**src/rtl/msfsm_sched_pkg.sv**
```systemverilog
// Shared types and sizing helpers for the Mealy FSM network output-event scheduler.
// No logic lives here. The state enum and width functions are used by the picker and by the top.
package msfsm_sched_pkg;

  typedef enum logic [2:0] {IDLE, REQ, ACK, REL, GAP} sched_state_t;

  function automatic int idx_w(input int n);
    return (n > 1) ? $clog2(n) : 1;
  endfunction

  function automatic int wd_w(input int timeout);
    return $clog2(timeout + 1);
  endfunction

endpackage

```
**src/rtl/msfsm_rr_picker.sv**
```systemverilog
// Round-robin first-set-bit search starting at ptr and wrapping past N-1.
// Purely combinational (zero latency). It has no handshake of its own; the caller decides when to use the result.
module msfsm_rr_picker
  import msfsm_sched_pkg::*;
#(
  parameter int N  = 8,
  parameter int IW = idx_w(N)
) (
  input  logic [N-1:0]  en,
  input  logic [IW-1:0] ptr,
  output logic          vld,
  output logic [IW-1:0] idx
);

  // Scan offsets from farthest to nearest so the nearest enabled bit is assigned last and wins.
  always_comb begin
    vld = |en;
    idx = '0;
    for (int i = N - 1; i >= 0; i--) begin
      if (en[(int'(ptr) + i) % N]) idx = IW'((int'(ptr) + i) % N);
    end
  end

endmodule

```
**src/rtl/msfsm_event_scheduler.sv**
```systemverilog
// Picks one enabled output event round-robin, runs a four-phase req/ack with the driver, then pulses evt_fire.
// The pick registers 1 cycle after evt_en in IDLE; out_ack stalls the handshake; hold only blocks new picks.
module msfsm_event_scheduler
  import msfsm_sched_pkg::*;
#(
  parameter int N_EVT   = 8,
  parameter int GAP_CYC = 1,
  parameter int TIMEOUT = 1024,
  parameter int IDX_W   = idx_w(N_EVT)
) (
  input  logic             clk,
  input  logic             reset,
  input  logic [N_EVT-1:0] evt_en,
  input  logic             in_evt,
  input  logic             hold,
  output logic             out_req,
  output logic [IDX_W-1:0] out_idx,
  input  logic             out_ack,
  output logic [N_EVT-1:0] evt_fire,
  output logic             busy,
  output logic             persist_err,
  output logic             deadlock,
  input  logic             clr_err
);

  localparam int WD_W  = wd_w(TIMEOUT);
  localparam int GAP_W = (GAP_CYC > 0) ? $clog2(GAP_CYC + 1) : 1;

  sched_state_t     state_q, state_d;
  logic [IDX_W-1:0] ptr_q;
  logic [GAP_W-1:0] gap_q;
  logic [WD_W-1:0]  wd_q;
  logic             pick_vld;
  logic [IDX_W-1:0] pick_idx;
  logic             gap_last;
  logic             wd_idle;
  logic             persist_set;
  logic             dl_set;

  msfsm_rr_picker #(.N(N_EVT), .IW(IDX_W)) u_picker (
    .en  (evt_en),
    .ptr (ptr_q),
    .vld (pick_vld),
    .idx (pick_idx)
  );

  assign gap_last    = (int'(gap_q) >= GAP_CYC - 1);
  assign wd_idle     = (state_q == IDLE) && !(|evt_en) && !in_evt;
  assign persist_set = (state_q == REQ) && !evt_en[out_idx];
  assign dl_set      = wd_idle && (wd_q == WD_W'(TIMEOUT - 1));

  always_comb begin
    state_d  = state_q;
    out_req  = 1'b0;
    busy     = (state_q != IDLE);
    evt_fire = '0;
    case (state_q)
      IDLE: if (!hold && pick_vld) state_d = REQ;
      REQ: begin
        out_req = 1'b1;
        if (out_ack) state_d = ACK;
      end
      ACK: begin
        evt_fire = N_EVT'(1) << out_idx;
        state_d  = REL;
      end
      REL: if (!out_ack) state_d = (GAP_CYC == 0) ? IDLE : GAP;
      GAP: if (gap_last) state_d = IDLE;
      default: state_d = IDLE;
    endcase
  end

  always_ff @(posedge clk or negedge reset) begin
    if (!reset) begin
      state_q <= IDLE;
      ptr_q   <= '0;
      out_idx <= '0;
      gap_q   <= '0;
    end else begin
      state_q <= state_d;
      if (state_q == IDLE && state_d == REQ) out_idx <= pick_idx;
      if (state_q == ACK)
        ptr_q <= (int'(out_idx) == N_EVT - 1) ? '0 : out_idx + IDX_W'(1);
      gap_q <= (state_q == GAP) ? gap_q + GAP_W'(1) : '0;
    end
  end

  // Sticky flags: a set condition in the same cycle overrides clr_err.
  always_ff @(posedge clk or negedge reset) begin
    if (!reset) begin
      wd_q        <= '0;
      persist_err <= 1'b0;
      deadlock    <= 1'b0;
    end else begin
      if (!wd_idle)                      wd_q <= '0;
      else if (wd_q != WD_W'(TIMEOUT))   wd_q <= wd_q + WD_W'(1);
      if (persist_set)                   persist_err <= 1'b1;
      else if (clr_err)                  persist_err <= 1'b0;
      if (dl_set)                        deadlock <= 1'b1;
      else if (clr_err)                  deadlock <= 1'b0;
    end
  end

endmodule

```
**config.mk**
```make
export PLATFORM = sky130hd
export DESIGN_NAME = msfsm_event_scheduler
export DESIGN_NICKNAME = d
export VERILOG_FILES = /design/src/rtl/msfsm_sched_pkg.sv /design/src/rtl/msfsm_rr_picker.sv /design/src/rtl/msfsm_event_scheduler.sv
export SDC_FILE = /design/constraint.sdc
export NUM_CORES = 1
export LEC_CHECK = 0
export BUFFER_PORTS_ARGS = -buffer_cell sky130_fd_sc_hd__buf_2
export CAP_MARGIN = 15
export CORE_MARGIN = 4
export CORE_UTILIZATION = 33
export DETAILED_ROUTE_END_ITERATION = 16
export GPL_ROUTABILITY_DRIVEN = 0
export GPL_TIMING_DRIVEN = 0
export SYNTH_ARGS = -nofsm -noshare
export SYNTH_HDL_FRONTEND = slang
export SYNTH_SLANG_ARGS = --single-unit
```
**constraint.sdc**
```tcl
create_clock -name clk -period 2.9 [get_ports clk]
set_input_delay 0.435 -clock clk [delete_from_list [all_inputs] [get_ports clk]]
set_output_delay 0.435 -clock clk [all_outputs]
set_load 0.1 [all_outputs]
```
==> impl_metrics.xml <==
<?xml version="1.0" encoding="UTF-8"?>
<metrics>
  <group name="power_and_ir_drop">
    <metric name="p_comb_share" unit="%">73.5</metric>
    <metric name="internal_power" unit="mW">1.34</metric>
    <metric name="power_per_cell_area" unit="nW/um^2">1180</metric>
    <metric name="power.clock.fraction" unit="%">10.1</metric>
    <metric name="total_leakage_power" unit="nW">1.04</metric>
    <metric name="sequentialPowerShare" unit="%">16.4</metric>
    <metric name="p_total" unit="mW">2.85</metric>
    <metric name="irDropWorstVdd" unit="mV">0.963</metric>
    <metric name="p_sw_share" unit="%">52.9</metric>
    <metric name="power.net_switching" unit="mW">1.51</metric>
  </group>
  <group name="global_route">
    <metric name="grt_overflow_total" unit="">0</metric>
    <metric name="largest_net_degree_at_the_start_of_global_routing" unit="">23</metric>
    <metric name="grt_pass1_vias" unit="">1774</metric>
    <metric name="globalRouteTotalUtil" unit="%">14.7</metric>
    <metric name="antenna_found_initial" unit="">0</metric>
    <metric name="first_pass_grt_wire_length" unit="mm">8.94</metric>
  </group>
  <group name="detailed_routing">
    <metric name="routed_wire_length_per_instance" unit="um">16.6</metric>
    <metric name="drt_pre_antenna_iters" unit="">6</metric>
    <metric name="drt_iter0_drc" unit="">107</metric>
    <metric name="vias" unit="">1827</metric>
    <metric name="drt-vias-per-instance" unit="">5.66</metric>
    <metric name="ant_nets" unit="">0</metric>
    <metric name="drc_errors" unit="">0</metric>
    <metric name="wl" unit="mm">5.35</metric>
  </group>
  <group name="outcome">
    <metric name="run_status" unit="">finished, final reports clean</metric>
  </group>
  <group name="sta">
    <metric name="achievable-frequency" unit="GHz">0.359</metric>
    <metric name="layout_worst_path_cycle_share" unit="%">96.0</metric>
    <metric name="worstMarginPinSlew" unit="ps">734</metric>
    <metric name="final.min_clock_period" unit="ps">2790</metric>
    <metric name="finClkSkew" unit="ps">1.91</metric>
    <metric name="final-hold-violation-count" unit="">0</metric>
    <metric name="final-max-slew-violation-count" unit="">0</metric>
    <metric name="slew_headroom" unit="%">50.6</metric>
    <metric name="finalSetupViolCount" unit="">0</metric>
    <metric name="worst_hold_slack" unit="ps">133</metric>
  </group>
  <group name="layout">
    <metric name="commonest_non_fill_non_tap_cell_in_the_layout" unit="">sky130_fd_sc_hd__buf_2</metric>
    <metric name="drive_gt1_share" unit="%">27.4</metric>
    <metric name="net_total_in_the_final_layout" unit="">273</metric>
    <metric name="num_antenna_cells" unit="">0</metric>
    <metric name="final_core_utilization" unit="%">40.5</metric>
    <metric name="finish.instance_area" unit="um^2">2420</metric>
    <metric name="layout_common_cells" unit="">sky130_fd_sc_hd__buf_2, sky130_fd_sc_hd__nor2_1, sky130_fd_sc_hd__dfrtp_1</metric>
    <metric name="final-instance-count-excl-fill" unit="">323</metric>
    <metric name="flow.area_growth_from_synthesis" unit="%">17.3</metric>
  </group>
  <group name="placement">
    <metric name="buffer_ports.inserted" unit="">28</metric>
    <metric name="dpl-instance-area" unit="um^2">2300</metric>
    <metric name="place.detailed.hpwl" unit="mm">4.02</metric>
    <metric name="numPlacedInstances" unit="">317</metric>
  </group>
  <group name="synthesis">
    <metric name="synthesized_netlist_net_count" unit="">238</metric>
    <metric name="synthArstFlopShare" unit="%">100</metric>
    <metric name="synth.distinct_cells" unit="">51</metric>
    <metric name="ys_top_cells_by_area" unit="">sky130_fd_sc_hd__dfrtp_1, sky130_fd_sc_hd__mux4_2, sky130_fd_sc_hd__ha_1</metric>
    <metric name="synth_seq_cells" unit="">22</metric>
    <metric name="mappedNetlistArea" unit="um^2">2070</metric>
    <metric name="seq_area_frac_synth" unit="%">26.7</metric>
    <metric name="synthesized_area_divided_by_synthesized_cell_count" unit="um^2">9.65</metric>
    <metric name="synthesis.yosys.warnings" unit="">0</metric>
    <metric name="synth_flop_cell" unit="">sky130_fd_sc_hd__dfrtp_1</metric>
    <metric name="edff_count_synth" unit="">0</metric>
    <metric name="number_of_cells_produced_by_synthesis" unit="">214</metric>
    <metric name="netlist.area_leader.share" unit="%">26.7</metric>
    <metric name="synth.largest_area_cell" unit="">sky130_fd_sc_hd__dfrtp_1</metric>
  </group>
  <group name="run">
    <metric name="max_cap_violations" unit="">0</metric>
  </group>
  <group name="worst_hold_path">
    <metric name="worstHoldPathType" unit="">primary input to asynchronous set/reset pin</metric>
  </group>
  <group name="floorplanning">
    <metric name="rows" unit="">28</metric>
    <metric name="start_util" unit="%">34.5</metric>
    <metric name="die_w" unit="um">87.1</metric>
    <metric name="top_level_ports" unit="">29</metric>
    <metric name="placeable_core_region" unit="um^2">5990</metric>
    <metric name="design.die.area" unit="um^2">7590</metric>
    <metric name="die_h" unit="um">87.1</metric>
  </group>
  <group name="clock_tree">
    <metric name="cts_sinks" unit="">22</metric>
    <metric name="htree_levels" unit="">1</metric>
    <metric name="cts_buffer_depth" unit="">2</metric>
    <metric name="clock_tree.root_cell" unit="">sky130_fd_sc_hd__clkbuf_8</metric>
    <metric name="clock_insertion_delay_worst_skew" unit="ps">260</metric>
    <metric name="tritoncts" unit="">yes</metric>
    <metric name="cts.reportedPaths.clkPinSlew" unit="ps">80</metric>
    <metric name="cts-buffers-inserted" unit="">3</metric>
  </group>
  <group name="critical_path">
    <metric name="timing.critical_path.buf_inv" unit="">4</metric>
    <metric name="crit_top_cell" unit="">sky130_fd_sc_hd__buf_6</metric>
    <metric name="arrival_worst_endpoint" unit="ps">2920</metric>
    <metric name="timing.critical_path.required" unit="ps">3030</metric>
    <metric name="worst-setup-path-type" unit="">flip-flop to flip-flop</metric>
    <metric name="worst_path_max_delay_cell" unit="">sky130_fd_sc_hd__mux4_2</metric>
    <metric name="family_with_the_most_delay_on_the_worst_path" unit="">compound AO/OA/AOI/OAI gates</metric>
    <metric name="worstPathMaxFanout" unit="">10</metric>
    <metric name="crit_chain" unit="">buf_6, buf_6, inv_1, ha_1, buf_4, mux4_2, mux2i_4, o311ai_1, a2111oi_2, o221ai_1</metric>
    <metric name="timing.critical_path.from_type" unit="">flip-flop</metric>
    <metric name="critPathCaptureType" unit="">flip-flop</metric>
    <metric name="crit_path_max_incr_delay" unit="ps">410</metric>
  </group>
</metrics>
==> worst reg2reg max path, cell delays in order, from the launching register on <==
cell	delay, ps
sky130_fd_sc_hd__dfrtp_1	390
sky130_fd_sc_hd__buf_6	180
sky130_fd_sc_hd__buf_6	170
sky130_fd_sc_hd__inv_1	110
sky130_fd_sc_hd__ha_1	320
sky130_fd_sc_hd__buf_4	180
sky130_fd_sc_hd__mux4_2	420
sky130_fd_sc_hd__mux2i_4	180
sky130_fd_sc_hd__o311ai_1	130
sky130_fd_sc_hd__a2111oi_2	390
sky130_fd_sc_hd__o221ai_1	170
==> stage by stage <==
step,setup slack [ps],TNS (ps)
after global routing,-8.61,-8.61
after detailed placement,-173,-173
final,115,0
after CTS,4.99,0
after global placement,-213,-250
after floorplan,236,0
==> final cells by class <==
type | instances | area, um^2
fill | 609 | 3570
multi-input combinational | 170 | 1440
sequential | 22 | 551
timing repair buffer | 31 | 163
tap | 75 | 93.8
buffer | 8 | 56.3
inverter | 13 | 48.8
clock buffer | 3 | 41.3
clock inverter | 1 | 30.0
==> timing repair <==
item / 4_1_cts / 5_1_grt
resized for setup: 3 / 4
hold buffers: 0 / 0
setup buffers: 2 / 1
endpoints found under the setup margin: 2 / 3
==> power by group through the flow <==
stage / combinational (mW) / sequential [mW] / clock [mW]
after detailed placement: 1.98 / 0.477 / 0
final: 2.10 / 0.469 / 0.289
after global placement: 1.97 / 0.475 / 0
after floorplan: 1.45 / 0.637 / 0
after global routing: 2.26 / 0.485 / 0.311
after CTS: 2.05 / 0.470 / 0.296
==> flip-flops by register name, summed over array words and instances (netlist names) <==
signal       count
wd_q            11
ptr_q            3
deadlock         1
state_q          3
persist_err      1
out_idx          3
==> synth_stat cells, types with 2 or more instances <==
| master | count |
|---|---|
| sky130_fd_sc_hd__a211oi_1 | 2 |
| sky130_fd_sc_hd__inv_1 | 12 |
| sky130_fd_sc_hd__nor3b_1 | 4 |
| sky130_fd_sc_hd__nand2_1 | 17 |
| sky130_fd_sc_hd__nor2_1 | 24 |
| sky130_fd_sc_hd__mux4_2 | 10 |
| sky130_fd_sc_hd__a21oi_1 | 5 |
| sky130_fd_sc_hd__nor4_1 | 5 |
| sky130_fd_sc_hd__o2111ai_1 | 2 |
| sky130_fd_sc_hd__o21ai_0 | 8 |
| sky130_fd_sc_hd__nand3_1 | 6 |
| sky130_fd_sc_hd__nor2b_1 | 2 |
| sky130_fd_sc_hd__a22oi_1 | 2 |
| sky130_fd_sc_hd__xor2_1 | 6 |
| sky130_fd_sc_hd__xnor2_1 | 5 |
| sky130_fd_sc_hd__o32ai_1 | 2 |
| sky130_fd_sc_hd__and2_1 | 3 |
| sky130_fd_sc_hd__mux2i_1 | 12 |
| sky130_fd_sc_hd__and3_1 | 9 |
| sky130_fd_sc_hd__ha_1 | 10 |
| sky130_fd_sc_hd__buf_4 | 2 |
| sky130_fd_sc_hd__o221ai_1 | 2 |
| sky130_fd_sc_hd__dfrtp_1 | 22 |
| sky130_fd_sc_hd__mux2_2 | 9 |
| sky130_fd_sc_hd__o22ai_1 | 2 |
| sky130_fd_sc_hd__buf_2 | 2 |
| sky130_fd_sc_hd__clkbuf_1 | 4 |
| sky130_fd_sc_hd__a32oi_1 | 2 |
==> per-layer routing <==
layer	share of wire [%]	global-route usage, %	up-vias	routed length (um)
li1	-	-	878	-
met5	0	0	-	0
met3	4.2	2.37	4	224
met4	0.67	1.67	0	36
met1	48	20.8	901	2550
met2	47	24.2	44	2540
==> final timing paths <==
path | start | end | slack (ps) | cells after the start
worst max-delay path | ptr_q[0]$_DFFE_PN0P_ | out_idx[1]$_DFFE_PN0P_ | 110 | 10
worst min-delay path | reset | wd_q[5]$_DFFE_PN0P_ | 130 | 1
worst max register to register | ptr_q[0]$_DFFE_PN0P_ | out_idx[1]$_DFFE_PN0P_ | 110 | 10
worst min register to register | persist_err$_DFFE_PN0P_ | persist_err$_DFFE_PN0P_ | 520 | 1
max in group asynchronous | reset | state_q[1]$_DFF_PN0_ | 2420 | 1
min in group clk | clr_err | deadlock$_DFFE_PN0P_ | 380 | 2
==> logic make-up (layout without fill, tap and decap cells) <==
| family | count (synthesis) | after routing | share of synthesized area [%] |
|---|---|---|---|
| simple gates | 77 | 77 | 18.8 |
| mux | 33 | 33 | 24.0 |
| xor+xnor | 12 | 12 | 5.45 |
| compound gates | 38 | 38 | 14.2 |
| fa+ha+maj | 10 | 10 | 6.06 |
| buf+inv | 22 | 56 | 4.84 |
| flops | 22 | 22 | 26.7 |
Power figures use the tool's default switching activity.
